## config.mk

```make
export PLATFORM = sky130hd
export DESIGN_NAME = core_pipe_fetch
export DESIGN_NICKNAME = d
export VERILOG_FILES = /design/src/rtl/core_pipe_fetch_pkg.sv /design/src/rtl/core_pipe_fetch_buffer.sv /design/src/rtl/core_pipe_fetch.sv
export SDC_FILE = /design/constraint.sdc
export NUM_CORES = 1
export LEC_CHECK = 0
export CORE_AREA = 2 2 189 210
export CTS_BUF_LIST = sky130_fd_sc_hd__clkbuf_4 sky130_fd_sc_hd__clkbuf_8 sky130_fd_sc_hd__clkbuf_16
export CTS_CLUSTER_SIZE = 8
export DETAILED_ROUTE_END_ITERATION = 6
export DIE_AREA = 0 0 191 212
export PLACE_DENSITY = 0.79
export SYNTH_ARGS = -nofsm -noshare
export SYNTH_HDL_FRONTEND = slang
export SYNTH_SLANG_ARGS = --single-unit
```

## constraint.sdc

```tcl
create_clock -name g_clk -period 7.5 [get_ports g_clk]
set_clock_uncertainty 0.1 [all_clocks]
set_input_delay 0.75 -clock g_clk [delete_from_list [all_inputs] [get_ports g_clk]]
set_output_delay 0.75 -clock g_clk [all_outputs]
set_load 0.05 [all_outputs]
```

## src/rtl/core_pipe_fetch_pkg.sv

```systemverilog
// Shared widths, bus FSM states and the instruction-length helper
// for the fetch stage and its halfword buffer.
package core_pipe_fetch_pkg;

    localparam int XL          = 63;
    localparam int FD_IBUF_R   = 31;
    localparam int FD_ERR_R    = 1;
    localparam int FETCH_BUS_W = 64;
    localparam int HW_W        = 16;

    typedef enum logic [1:0] {
        BUS_IDLE = 2'd0,
        BUS_REQ  = 2'd1,
        BUS_WAIT = 2'd2
    } bus_state_t;

    // Low two opcode bits of 2'b11 mark a 32-bit encoding.
    function automatic logic is_32bit(input logic [1:0] lo);
        return lo == 2'b11;
    endfunction

endpackage

```

## src/rtl/core_pipe_fetch_buffer.sv

```systemverilog
// Halfword shift buffer with per-halfword error tags: pops 0/1/2 from the head
// and appends a fetched 64-bit word starting at a given halfword index.
module core_fetch_buffer
    import core_pipe_fetch_pkg::*;
#(
    parameter int BUF_HW = 8,
    parameter int CNT_W  = $clog2(BUF_HW + 1)
) (
    input  logic                   g_clk,
    input  logic                   g_resetn,
    input  logic                   flush,
    input  logic                   push,
    input  logic [FETCH_BUS_W-1:0] push_data,
    input  logic                   push_err,
    input  logic [1:0]             push_start,
    input  logic [1:0]             pop,
    output logic [HW_W-1:0]        hw0,
    output logic [HW_W-1:0]        hw1,
    output logic                   err0,
    output logic                   err1,
    output logic [CNT_W-1:0]       count,
    output logic [CNT_W-1:0]       count_next
);

    localparam int IDX_W = $clog2(BUF_HW);

    logic [HW_W-1:0]  data_reg  [BUF_HW];
    logic             err_reg   [BUF_HW];
    logic [HW_W-1:0]  data_next [BUF_HW];
    logic             err_next  [BUF_HW];
    logic [CNT_W-1:0] count_reg;
    logic [CNT_W-1:0] kept;
    logic [2:0]       push_n;
    int               slot;

    always_comb begin
        kept   = count_reg - CNT_W'(pop);
        push_n = push ? (3'd4 - {1'b0, push_start}) : 3'd0;
        slot   = 0;
        for (int i = 0; i < BUF_HW; i++) begin
            data_next[i] = '0;
            err_next[i]  = 1'b0;
            if (i + int'(pop) < BUF_HW) begin
                data_next[i] = data_reg[IDX_W'(i + int'(pop))];
                err_next[i]  = err_reg[IDX_W'(i + int'(pop))];
            end
        end
        // Appended halfwords land right behind whatever survives the pop.
        for (int k = 0; k < 4; k++) begin
            if (push && k >= int'(push_start)) begin
                slot = int'(kept) + k - int'(push_start);
                if (slot < BUF_HW) begin
                    data_next[IDX_W'(slot)] = push_data[HW_W*k +: HW_W];
                    err_next[IDX_W'(slot)]  = push_err;
                end
            end
        end
        count_next = flush ? '0 : kept + CNT_W'(push_n);
    end

    always_ff @(posedge g_clk or negedge g_resetn) begin
        if (!g_resetn) begin
            count_reg <= '0;
            for (int i = 0; i < BUF_HW; i++) begin
                data_reg[i] <= '0;
                err_reg[i]  <= 1'b0;
            end
        end else begin
            count_reg <= count_next;
            for (int i = 0; i < BUF_HW; i++) begin
                data_reg[i] <= data_next[i];
                err_reg[i]  <= err_next[i];
            end
        end
    end

    assign hw0   = data_reg[0];
    assign hw1   = data_reg[1];
    assign err0  = err_reg[0];
    assign err1  = err_reg[1];
    assign count = count_reg;

endmodule

```

## src/rtl/core_pipe_fetch.sv

```systemverilog
// Fetch stage: issues aligned 64-bit reads, buffers halfwords and presents one
// 16/32-bit instruction per cycle to decode; handles control-flow redirects.
module core_pipe_fetch
    import core_pipe_fetch_pkg::*;
#(
    parameter logic [XL:0] PC_RESET = 64'h0000_0000_8000_0000,
    parameter int          BUF_HW   = 8
) (
    input  logic                   g_clk,
    input  logic                   g_resetn,
    output logic                   imem_req,
    input  logic                   imem_gnt,
    output logic [XL:0]            imem_addr,
    input  logic                   imem_recv,
    output logic                   imem_ack,
    input  logic [FETCH_BUS_W-1:0] imem_rdata,
    input  logic                   imem_error,
    output logic                   s1_16bit,
    output logic                   s1_32bit,
    output logic [FD_IBUF_R:0]     s1_instr,
    output logic [XL:0]            s1_pc,
    output logic [XL:0]            s1_npc,
    output logic [FD_ERR_R:0]      s1_ferr,
    input  logic                   s2_eat_2,
    input  logic                   s2_eat_4,
    input  logic                   cf_valid,
    input  logic [XL:0]            cf_target,
    output logic                   cf_ack
);

    localparam int CNT_W = $clog2(BUF_HW + 1);
    localparam int W     = XL + 1;
    localparam logic [CNT_W-1:0] ROOM_MAX = CNT_W'(BUF_HW - 4);

    bus_state_t       state_reg;
    logic             drop_reg;
    logic [XL:0]      fetch_addr_reg;
    logic [1:0]       skip_reg;
    logic [XL:0]      pc_reg;

    logic [HW_W-1:0]  hw0, hw1;
    logic             err0, err1;
    logic [CNT_W-1:0] count, count_next;
    logic             v16, v32, push, room;
    logic [1:0]       pop;
    logic [2:0]       npc_inc;

    core_fetch_buffer #(
        .BUF_HW (BUF_HW),
        .CNT_W  (CNT_W)
    ) u_buf (
        .g_clk      (g_clk),
        .g_resetn   (g_resetn),
        .flush      (cf_ack),
        .push       (push),
        .push_data  (imem_rdata),
        .push_err   (imem_error),
        .push_start (skip_reg),
        .pop        (pop),
        .hw0        (hw0),
        .hw1        (hw1),
        .err0       (err0),
        .err1       (err1),
        .count      (count),
        .count_next (count_next)
    );

    assign imem_req  = (state_reg == BUS_REQ);
    assign imem_addr = imem_req ? fetch_addr_reg : '0;
    assign imem_ack  = 1'b1;
    assign cf_ack    = cf_valid && !(imem_req && !imem_gnt);

    // An errored head is shown as 16-bit so decode can raise the fault
    // without waiting for a second halfword that may never arrive.
    assign v16 = (count != '0) && (!is_32bit(hw0[1:0]) || err0);
    assign v32 = (count >= CNT_W'(2)) && is_32bit(hw0[1:0]) && !err0;

    assign s1_16bit = v16;
    assign s1_32bit = v32;
    assign s1_instr = v32 ? {hw1, hw0} : (v16 ? {16'b0, hw0} : '0);
    assign s1_ferr  = {v32 && err1, (v16 || v32) && err0};
    assign npc_inc  = v32 ? 3'd4 : (v16 ? 3'd2 : 3'd0);
    assign s1_pc    = pc_reg;
    assign s1_npc   = pc_reg + W'(npc_inc);

    assign pop  = cf_ack ? 2'd0 :
                  (s2_eat_2 && !s2_eat_4 && v16) ? 2'd1 :
                  (s2_eat_4 && !s2_eat_2 && v32) ? 2'd2 : 2'd0;
    assign push = (state_reg == BUS_WAIT) && imem_recv && !drop_reg && !cf_ack;
    assign room = (count_next <= ROOM_MAX);

    always_ff @(posedge g_clk or negedge g_resetn) begin
        if (!g_resetn) begin
            state_reg      <= BUS_IDLE;
            drop_reg       <= 1'b0;
            fetch_addr_reg <= PC_RESET & ~W'(7);
            skip_reg       <= PC_RESET[2:1];
            pc_reg         <= PC_RESET & ~W'(1);
        end else begin
            case (state_reg)
                BUS_IDLE: begin
                    if (room) state_reg <= BUS_REQ;
                end
                BUS_REQ: begin
                    if (imem_gnt) begin
                        state_reg      <= BUS_WAIT;
                        fetch_addr_reg <= fetch_addr_reg + W'(8);
                    end
                end
                BUS_WAIT: begin
                    if (imem_recv) begin
                        state_reg <= room ? BUS_REQ : BUS_IDLE;
                        drop_reg  <= 1'b0;
                    end
                end
                default: state_reg <= BUS_IDLE;
            endcase

            if (push) skip_reg <= 2'd0;

            if (pop == 2'd1)      pc_reg <= pc_reg + W'(2);
            else if (pop == 2'd2) pc_reg <= pc_reg + W'(4);

            // Redirect wins: later assignments override the above.
            if (cf_ack) begin
                pc_reg         <= cf_target & ~W'(1);
                fetch_addr_reg <= cf_target & ~W'(7);
                skip_reg       <= cf_target[2:1];
                drop_reg       <= (state_reg == BUS_REQ) ||
                                  ((state_reg == BUS_WAIT) && !imem_recv);
            end
        end
    end

endmodule

```

# After elaboration in Yosys (flattened, before gate mapping)
# Index checks and enable logic that the tools add are counted.
# W data, S select, Z words.
totals:
  ff_bits: 273
  in_bits: 136
  output_inout_bits: 231
  word_cells: 271
classes:
  add_sub_neg: 21
  order_cmp: 33
  eq_ne: 8
  n_mux: 130
  bitwise_logic: 12
  n_reduce_logical: 45
ops:
  columns: ["operator", "count"]
  rows:
  - ["$mux W128", 8]
  - ["$bwmux W128", 4]
  - ["$mux W16", 29]
  - ["$mux W64", 7]
  - ["$bmux W16 S3", 8]
  - ["$lt A32 B5 Y1 const B", 11]
  - ["$demux W16 S3", 4]
  - ["$sub A32 B3 Y32", 3]
  - ["$add A64 B2 Y64 const B", 1]
  - ["$add A64 B3 Y64", 1]
  - ["$add A64 B3 Y64 const B", 1]
  - ["$add A64 B4 Y64 const B", 1]
  - ["$mux W8", 8]
  - ["$ge A3 B4 Y1 const B", 12]
  - ["$not A3 Y3", 11]
  - ["$bwmux W8", 4]
  - ["$mux W1", 32]
  - ["$mux W32", 1]
  - ["$bmux W1 S3", 8]
  - ["$logic_and A1 B1 Y1", 22]
  - ["$mux W2", 9]
  - ["$add A3 B2 Y4 const A", 4]
  - ["$demux W1 S3", 4]
  - ["$lt A3 B1 Y1 const B", 4]
  - ["other kinds (29)", 52]

# Logic depth before layout (Yosys ltp)
# Gate-level depths: netlist of the first run.
logic_depth:
  word_depth: 26
  mapped_depth: 27
  depth_no_buf: 19

# Cells and area by module
# Synthesis of the first run repeated with hierarchy kept, for this count alone.
unflattened:
  cells_unflattened: 2239
  area_unflattened_um2: 20738.6
modules_own_cells:
  columns: ["module", "n_inst", "cells_each", "area_each_um2", "seq_area_each_um2"]
  rows:
  - ["core_fetch_buffer", 1, 957, 10591.4, 3503.4]
  - ["core_pipe_fetch", 1, 1282, 10147.2, 3230.6]

# Worst setup path before layout of the first run
# OpenSTA, ideal clock, no wires.
synth_timing:
  path_kind: "input-to-reg"
  start: "input imem_gnt"
  end: "register u_buf.data_reg[86] in the netlist's numbering"
  setup_time_ns: 0.082
  arrival_time_ns: 6.593
  required_ns: 7.318
  setup_slack_ns: 0.725
  cell_stages: 23
  n_path_buf: 7
  path_cell_list: "buf_2 -> or3b_4 -> a2111oi_4 -> buf_6 -> buf_4 -> buf_4 -> buf_2 -> ha_1 -> inv_1 -> fa_1 -> buf_2 -> xnor2_1 -> ha_1 -> xnor3_1 -> and3b_1 -> ha_1 -> or4b_2 -> nor2b_1 -> mux2i_1 -> a211oi_1 -> clkbuf_1 -> nand2_1 -> a31oi_1"
synth_rtl:
  columns: ["element", "line", "source"]
  rows:
  - ["start: declaration", "core_pipe_fetch.sv:12", "input logic imem_gnt,"]
  - ["end signal: indexed assignment", "core_pipe_fetch_buffer.sv:71", "data_reg[i] <= data_next[i];"]
  - ["end: declaration", "core_pipe_fetch_buffer.sv:27", "logic [HW_W-1:0] data_reg [BUF_HW];"]

==> flow_summary.toml, run 1 <==
[cts]
cts_max_level = 2
post_cts_buffers = 0
tritoncts = "done"
hold_buffers = 0
numCtsBuffers = 39
clkTransAtPathRegs_ns = 0.05
cts-root-buf = "clkbuf_16"
worstSkewPairLatency_ns = 0.53
clock_sinks = 269
clk_path_buf_depth = 3
ctsResizeCount = 0

[synthesis]
synth_cells = 2256
syn_area_per_cell_sq_um = 8.735
yosys_warnings = 0
ys_seq_area_frac = 0.3417
yosysUniqueCellTypes = 68
syn_area_sq_um = 19710
async_flop_share = 1.000
ys_ff_latch = 269
synthFlopType = "dfrtp_1"
synth_edf_count = 0

[timing]
tns_ns = 0
worst_pin_slew_ns = 1.149
slew-limit-headroom = 0.2340
finalSetupViolations = 0
finalCritPeriodShare = 0.8911
maxSlewViolCount = 0
whs_ns = 0.1231
post-route-min-period_ns = 6.684
fmax_mhz = 149.6
rsz0062_at_grt = "false"
fin_ws_ns = 0.8164
hold_viol_final = 0

[global_route]
grt_antenna_before_repair = 8
first_global_vias = 19322
grt_overflow = 0
grt_start_max_net_pins = 105
track_usage = 0.3657
grt_pass1_wl_um = 113200

[setup_path]
end_kind = "flop"
reg2reg_to = "u_buf.hw0[13]$_DFF_PN0_"
cp.required_ns = 7.75
cp_data_arrival_time_ns = 6.94
crit_fanout = 16
ff2ff_path_depth = 18
critPathLaunch = "imem_gnt"
r2r_start = "u_buf.count[2]$_DFF_PN0_"
cp-start-kind = "input pin"
crit_path_end = "u_buf.hw0[13]$_DFF_PN0_"
path_class = "in2reg"
r2r_setup_slack_ns = 0.95

[layout]
drive_gt1_frac = 0.06497
area_delta_synth_final_pct = 25.67
stdcell_count = 3067
largest_register_ffs = 96
final_cell_area_sq_um = 24770
fin_nets = 2719

[floorplanning]
die_y_um = 212
dieWidth_um = 191
start_util = 0.5117
num_rows = 76
boundaryPins = 367
die_area_sq_um = 40490
coreArea_sq_um = 38510

[route]
first_iter_violations = 2060
drt_pre_antenna_iters = 7
drc = 5
vias = 19513
post_drt_via_cell_ratio = 6.362
wl_per_cell_um = 24.54
finalWirelength_um = 75260
postRouteAntennaNets = 0

[power_and_ir_drop]
p_comb_frac = 0.591
p_leak_uw = 0.009874
p_per_area_nw_per_um2 = 417.9
pwr-share-clk = 0.160
ir_worst_vdd_uv = 313.0
pwr-share-seq = 0.249
p_int_uw = 5233
p_sw_frac = 0.4944
p_sw_uw = 5116

[place]
placed_cells = 3012
pre_cts_slack_ns = 0.4263
dp_hpwl_um = 54480
finalWeightedCongestion = 0.9925
placed_cell_area_sq_um = 23650
port_buffers = 359

[run_status]
violations = "DRC"
status = "finished with violations"

[hold_path]
hp-class = "in2async"

[run]
drv_cap = 0
## final cells by class
class | count | area, sq um
fill | 3214 | 13750
timing repair buffer | 401 | 3914
tap | 507 | 634.4
inverter | 31 | 116.4
sequential | 269 | 6734
antenna | 5 | 12.51
multi-input combinational | 1804 | 12250
clock buffer | 50 | 1100
## cells in the mapped netlist (all sizes together) (4+ instances only)
library cell | n | area (sq um)
o22ai | 4 | 25.02
o211ai | 64 | 480.5
xnor3 | 4 | 90.09
clkbuf | 113 | 431.7
nor2 | 231 | 867.1
nand2b | 6 | 37.54
and3 | 93 | 581.8
o31ai | 21 | 217.7
nor2b | 44 | 275.3
o21ai | 62 | 310.3
or2 | 7 | 43.80
or3 | 12 | 75.07
and2 | 107 | 669.4
nand4 | 42 | 262.8
nand2 | 283 | 1062
a21oi | 125 | 625.6
buf | 43 | 256.5
dfrtp | 267 | 6681
xnor2 | 102 | 893.4
nor4 | 17 | 106.4
xor2 | 85 | 744.5
nand3 | 62 | 310.3
nand3b | 5 | 37.54
mux2i | 177 | 1775
ha | 30 | 375.4
fa | 7 | 140.1
a211o | 33 | 289.0
mux4 | 34 | 765.7
nor3 | 33 | 176.4
and4 | 10 | 87.58
a211oi | 21 | 157.7
o21a | 4 | 30.03
a2111oi | 5 | 137.6
or4 | 5 | 37.54
a31oi | 36 | 225.2
inv | 31 | 116.4
## how the worst min path moves through the flow
stage	slack, ns	to
global route	0.24	state_reg[0]$_DFFE_PN0P_
finish	0.12	s1_pc[8]$_DFFE_PN0P_
detailed placement	0.44	u_buf.data_reg[26]$_DFF_PN0_
global placement	0.43	u_buf.data_reg[19]$_DFF_PN0_
CTS	0.20	state_reg[0]$_DFFE_PN0P_
floorplan	0.35	drop_reg$_DFFE_PN0P_
## critical path, stage by stage
cell	delay, ns
clkdlybuf4s50_1	0.44
or3b_4	0.43
a2111oi_4	0.39
ha_1	0.24
inv_1	0.06
fa_1	0.35
buf_4	0.20
xnor2_1	0.43
ha_1	0.28
nor2b_1	0.18
xnor2_1	0.10
xnor2_1	0.41
nor3_1	0.11
ha_1	0.29
nand2b_1	0.07
nor4_1	0.34
mux2i_2	0.30
nand2_1	0.15
nand3_1	0.75
o211ai_1	0.51
a31oi_1	0.15
## power groups by stage
stage | Sequential (uW) | Clock (uW) | Combinational [uW]
5_1_grt | 2630 | 1720 | 6500
2_1_floorplan | 2680 | 0 | 4020
3_5_place_dp | 2560 | 0 | 6050
6_report | 2570 | 1660 | 6120
4_1_cts | 2550 | 1660 | 6080
3_3_place_gp | 2540 | 0 | 5930
## cell families (layout without fill, tap and decap cells)
kind of cell,after synthesis,count (layout),share of synthesized area
AND/OR/NAND/NOR,969,969,0.2407
AO/OA/AOI/OAI,388,388,0.1324
flip-flops,269,269,0.3417
multiplexers,213,213,0.1301
XOR/XNOR,191,191,0.08768
buffers and inverters,187,482,0.04082
adder cells (fa/ha/maj),37,37,0.02616
other,2,11,0.0003811
## cells in the final DEF (no fill, tap or decap), types with 64 or more instances in the layout
cell             count
clkdlybuf4s50_1    358
nand2_1            282
dfrtp_1            267
nor2_1             231
mux2i_1            176
a21oi_1            125
and2_1             106
xnor2_1            102
and3_1              93
xor2_1              85
o211ai_1            64
## layer usage
metal | track usage | share of wire | up-vias
met5 | 0 | 0.00062 | -
met4 | 0.2213 | 0.069 | 8
met3 | 0.07857 | 0.10 | 336
met2 | 0.6008 | 0.47 | 1306
met1 | 0.4398 | 0.36 | 9321
li1 | - | - | 8542
## through the flow
stage	power (uW)	util
2_1_floorplan	6701	-
3_3_place_gp	8464	0.6142
3_5_place_dp	8610	0.6142
4_1_cts	10290	0.6427
5_1_grt	10850	0.6429
6_report	10350	0.6430
Note: power is estimated with default switching activity, not from simulation.
==> run 2, diff against run 1 <==
Settings changed: CTS_CLUSTER_DIAMETER from default to 40.
==> run 2 against run 1 <==
The flow still finishes with violations (DRC). Power rose by 5.1%. Register-to-register slack got worse by 0.02 ns. Combinational power barely moved. Non-clock buffer count did not move. Via count rose by 1.2%. Sequential share of layout area fell by 0.54 points. Worst hold slack improved by 0.0020 ns. Utilization rose by 1.3 points. Cell count rose by 1.0%. Highest routed layer unchanged.
==> flow_summary.toml, run 2 (same netlist as run 1, synthesis figures left out) <==
[route]
finalWirelength_um = 75850
drc = 2
first_iter_violations = 2062
met3WireLength_um = 8177
post_drt_via_cell_ratio = 6.373
postRouteAntennaNets = 0
wl_met1_um = 26910
vias = 19745
drt_pre_antenna_iters = 7
wl_met2_um = 35450
top_layer = "met5"
wl_per_cell_um = 24.48

[timing]
hold_viol_final = 0
slew-limit-headroom = 0.2231
rsz0062_at_grt = "false"
fin_ws_ns = 0.8264
worst_pin_slew_ns = 1.165
finalCritPeriodShare = 0.8898
post-route-min-period_ns = 6.674
finalSetupViolations = 0
tns_ns = 0
whs_ns = 0.1251
maxSlewViolCount = 0
fmax_mhz = 149.8

[cts]
clock_sinks = 269
ctsResizeCount = 0
cts_max_level = 2
clkTransAtPathRegs_ns = 0.05
hold_buffers = 0
clk_path_buf_depth = 3
worstSkewPairLatency_ns = 0.57
numCtsBuffers = 47
tritoncts = "done"
cts-root-buf = "clkbuf_16"
post_cts_buffers = 0

[power_and_ir_drop]
pwr-share-clk = 0.200
p_sw_uw = 5216
finalPower_uw = 10880
p_sw_frac = 0.4796
p_leak_uw = 0.01013
p_comb_frac = 0.564
p_int_uw = 5659
pwr-share-seq = 0.237
p_per_area_nw_per_um2 = 430.5
ir_worst_vdd_uv = 363.9

[setup_path]
reg2reg_to = "u_buf.data_reg[86]$_DFF_PN0_"
cp_top_family = "compound AO/OA/AOI/OAI gates"
cpPeakStageDelay_ns = 0.81
end_kind = "flop"
r2r_setup_slack_ns = 0.93
ff2ff_path_depth = 19
r2r_start = "u_buf.count[2]$_DFF_PN0_"
cp_slowest_cell = "a2111oi_4"
path_buf_inv = 4
path_cells = "clkdlybuf4s50_1 -> or3b_4 -> a2111oi_4 -> ha_1 -> inv_1 -> fa_1 -> buf_4 -> xnor2_1 -> ha_1 -> nor2b_1 -> xnor2_1 -> xnor2_1 -> nor3_1 -> ha_1 -> nand2b_1 -> nor4_1 -> mux2i_2 -> a2111oi_4 -> buf_4 -> a211o_1 -> o211ai_1 -> a31oi_1"
cp.depth = 22
crit_path_end = "u_buf.data_reg[86]$_DFF_PN0_"
cp.required_ns = 7.85
path_class = "in2reg"
cp_data_arrival_time_ns = 7.02
crit_fanout = 15
cp-start-kind = "input pin"
critPathLaunch = "imem_gnt"

[place]
placed_cells = 3012
pre_cts_slack_ns = 0.4263
dp_hpwl_um = 54480
port_buffers = 359
finalWeightedCongestion = 0.9925

[layout]
final_common_cell = "clkdlybuf4s50_1"
drive_gt1_frac = 0.07618
area_delta_synth_final_pct = 28.20
fill_cells = 3136
largest_register_ffs = 96
multi_input_area_sq_um = 12250
seqCellArea_sq_um = 6734
final_cell_mix = "clkdlybuf4s50_1, nand2_1, dfrtp_1"
fin_nets = 2727
stdcell_count = 3098

[run_status]
status = "finished with violations"
violations = "DRC"

[floorplanning]
dieWidth_um = 191
coreArea_sq_um = 38510
boundaryPins = 367
die_area_sq_um = 40490
num_rows = 76
start_util = 0.5117
die_y_um = 212

[hold_path]
hp-class = "in2async"

[global_route]
grt_overflow = 0
grt_pass1_wl_um = 114400
grt_antenna_before_repair = 7
grt_start_max_net_pins = 105
track_usage = 0.3684
first_global_vias = 19524

[run]
drv_cap = 0
==> run 2: per-stage QoR <==
stage          instance area (sq um)    util
2_1_floorplan                  19720       -
3_3_place_gp                   23650  0.6142
4_1_cts                        25250  0.6557
5_1_grt                        25260  0.6558
6_report                       25260  0.6560
3_5_place_dp                   23650  0.6142
==> run 2: worst min-delay path by stage <==
stage,slack [ns],end,cells after the start,start
after CTS,0.18,fetch_addr_reg[3]$_DFFE_PN0P_,1,g_resetn
final,0.13,s1_pc[8]$_DFFE_PN0P_,1,g_resetn
after global placement,0.43,u_buf.data_reg[19]$_DFF_PN0_,2,u_buf.data_reg[3]$_DFF_PN0_
after detailed placement,0.44,u_buf.data_reg[26]$_DFF_PN0_,2,u_buf.data_reg[26]$_DFF_PN0_
after global routing,0.21,fetch_addr_reg[4]$_DFFE_PN0P_,1,g_resetn
after floorplan,0.35,drop_reg$_DFFE_PN0P_,0,g_resetn
==> run 2: layer usage <==
layer,track usage,vias up
met5,0,-
met4,0.2229,6
met3,0.08121,342
met2,0.6062,1423
met1,0.4411,9403
li1,-,8571
==> run 2: layout make-up <==
type                       instances  area share
tap                              507     0.02511
clock buffer                      69     0.05602
clock inverter                    12    0.007231
multi-input combinational       1804      0.4851
timing repair buffer             401      0.1549
antenna                            5   0.0004953
sequential                       269      0.2666
inverter                          31    0.004606
==> run 2: power by group through the flow <==
stage	clock, uW	combinational, uW	sequential (uW)
6_report	2170	6130	2570
5_1_grt	2250	6510	2630
4_1_cts	2180	6090	2550
3_5_place_dp	0	6050	2560
3_3_place_gp	0	5930	2540
2_1_floorplan	0	4020	2680
==> run 2: worst register-to-register path, delay by kind of cell, from the launching register on <==
kind,cells,cell delay (ns)
buffers and inverters,2,0.41
adder cells (fa/ha/maj),4,1.50
XOR/XNOR,2,0.56
AND/OR/NAND/NOR,5,1.64
AO/OA/AOI/OAI,5,1.38
flip-flops,1,0.59
multiplexers,1,0.30
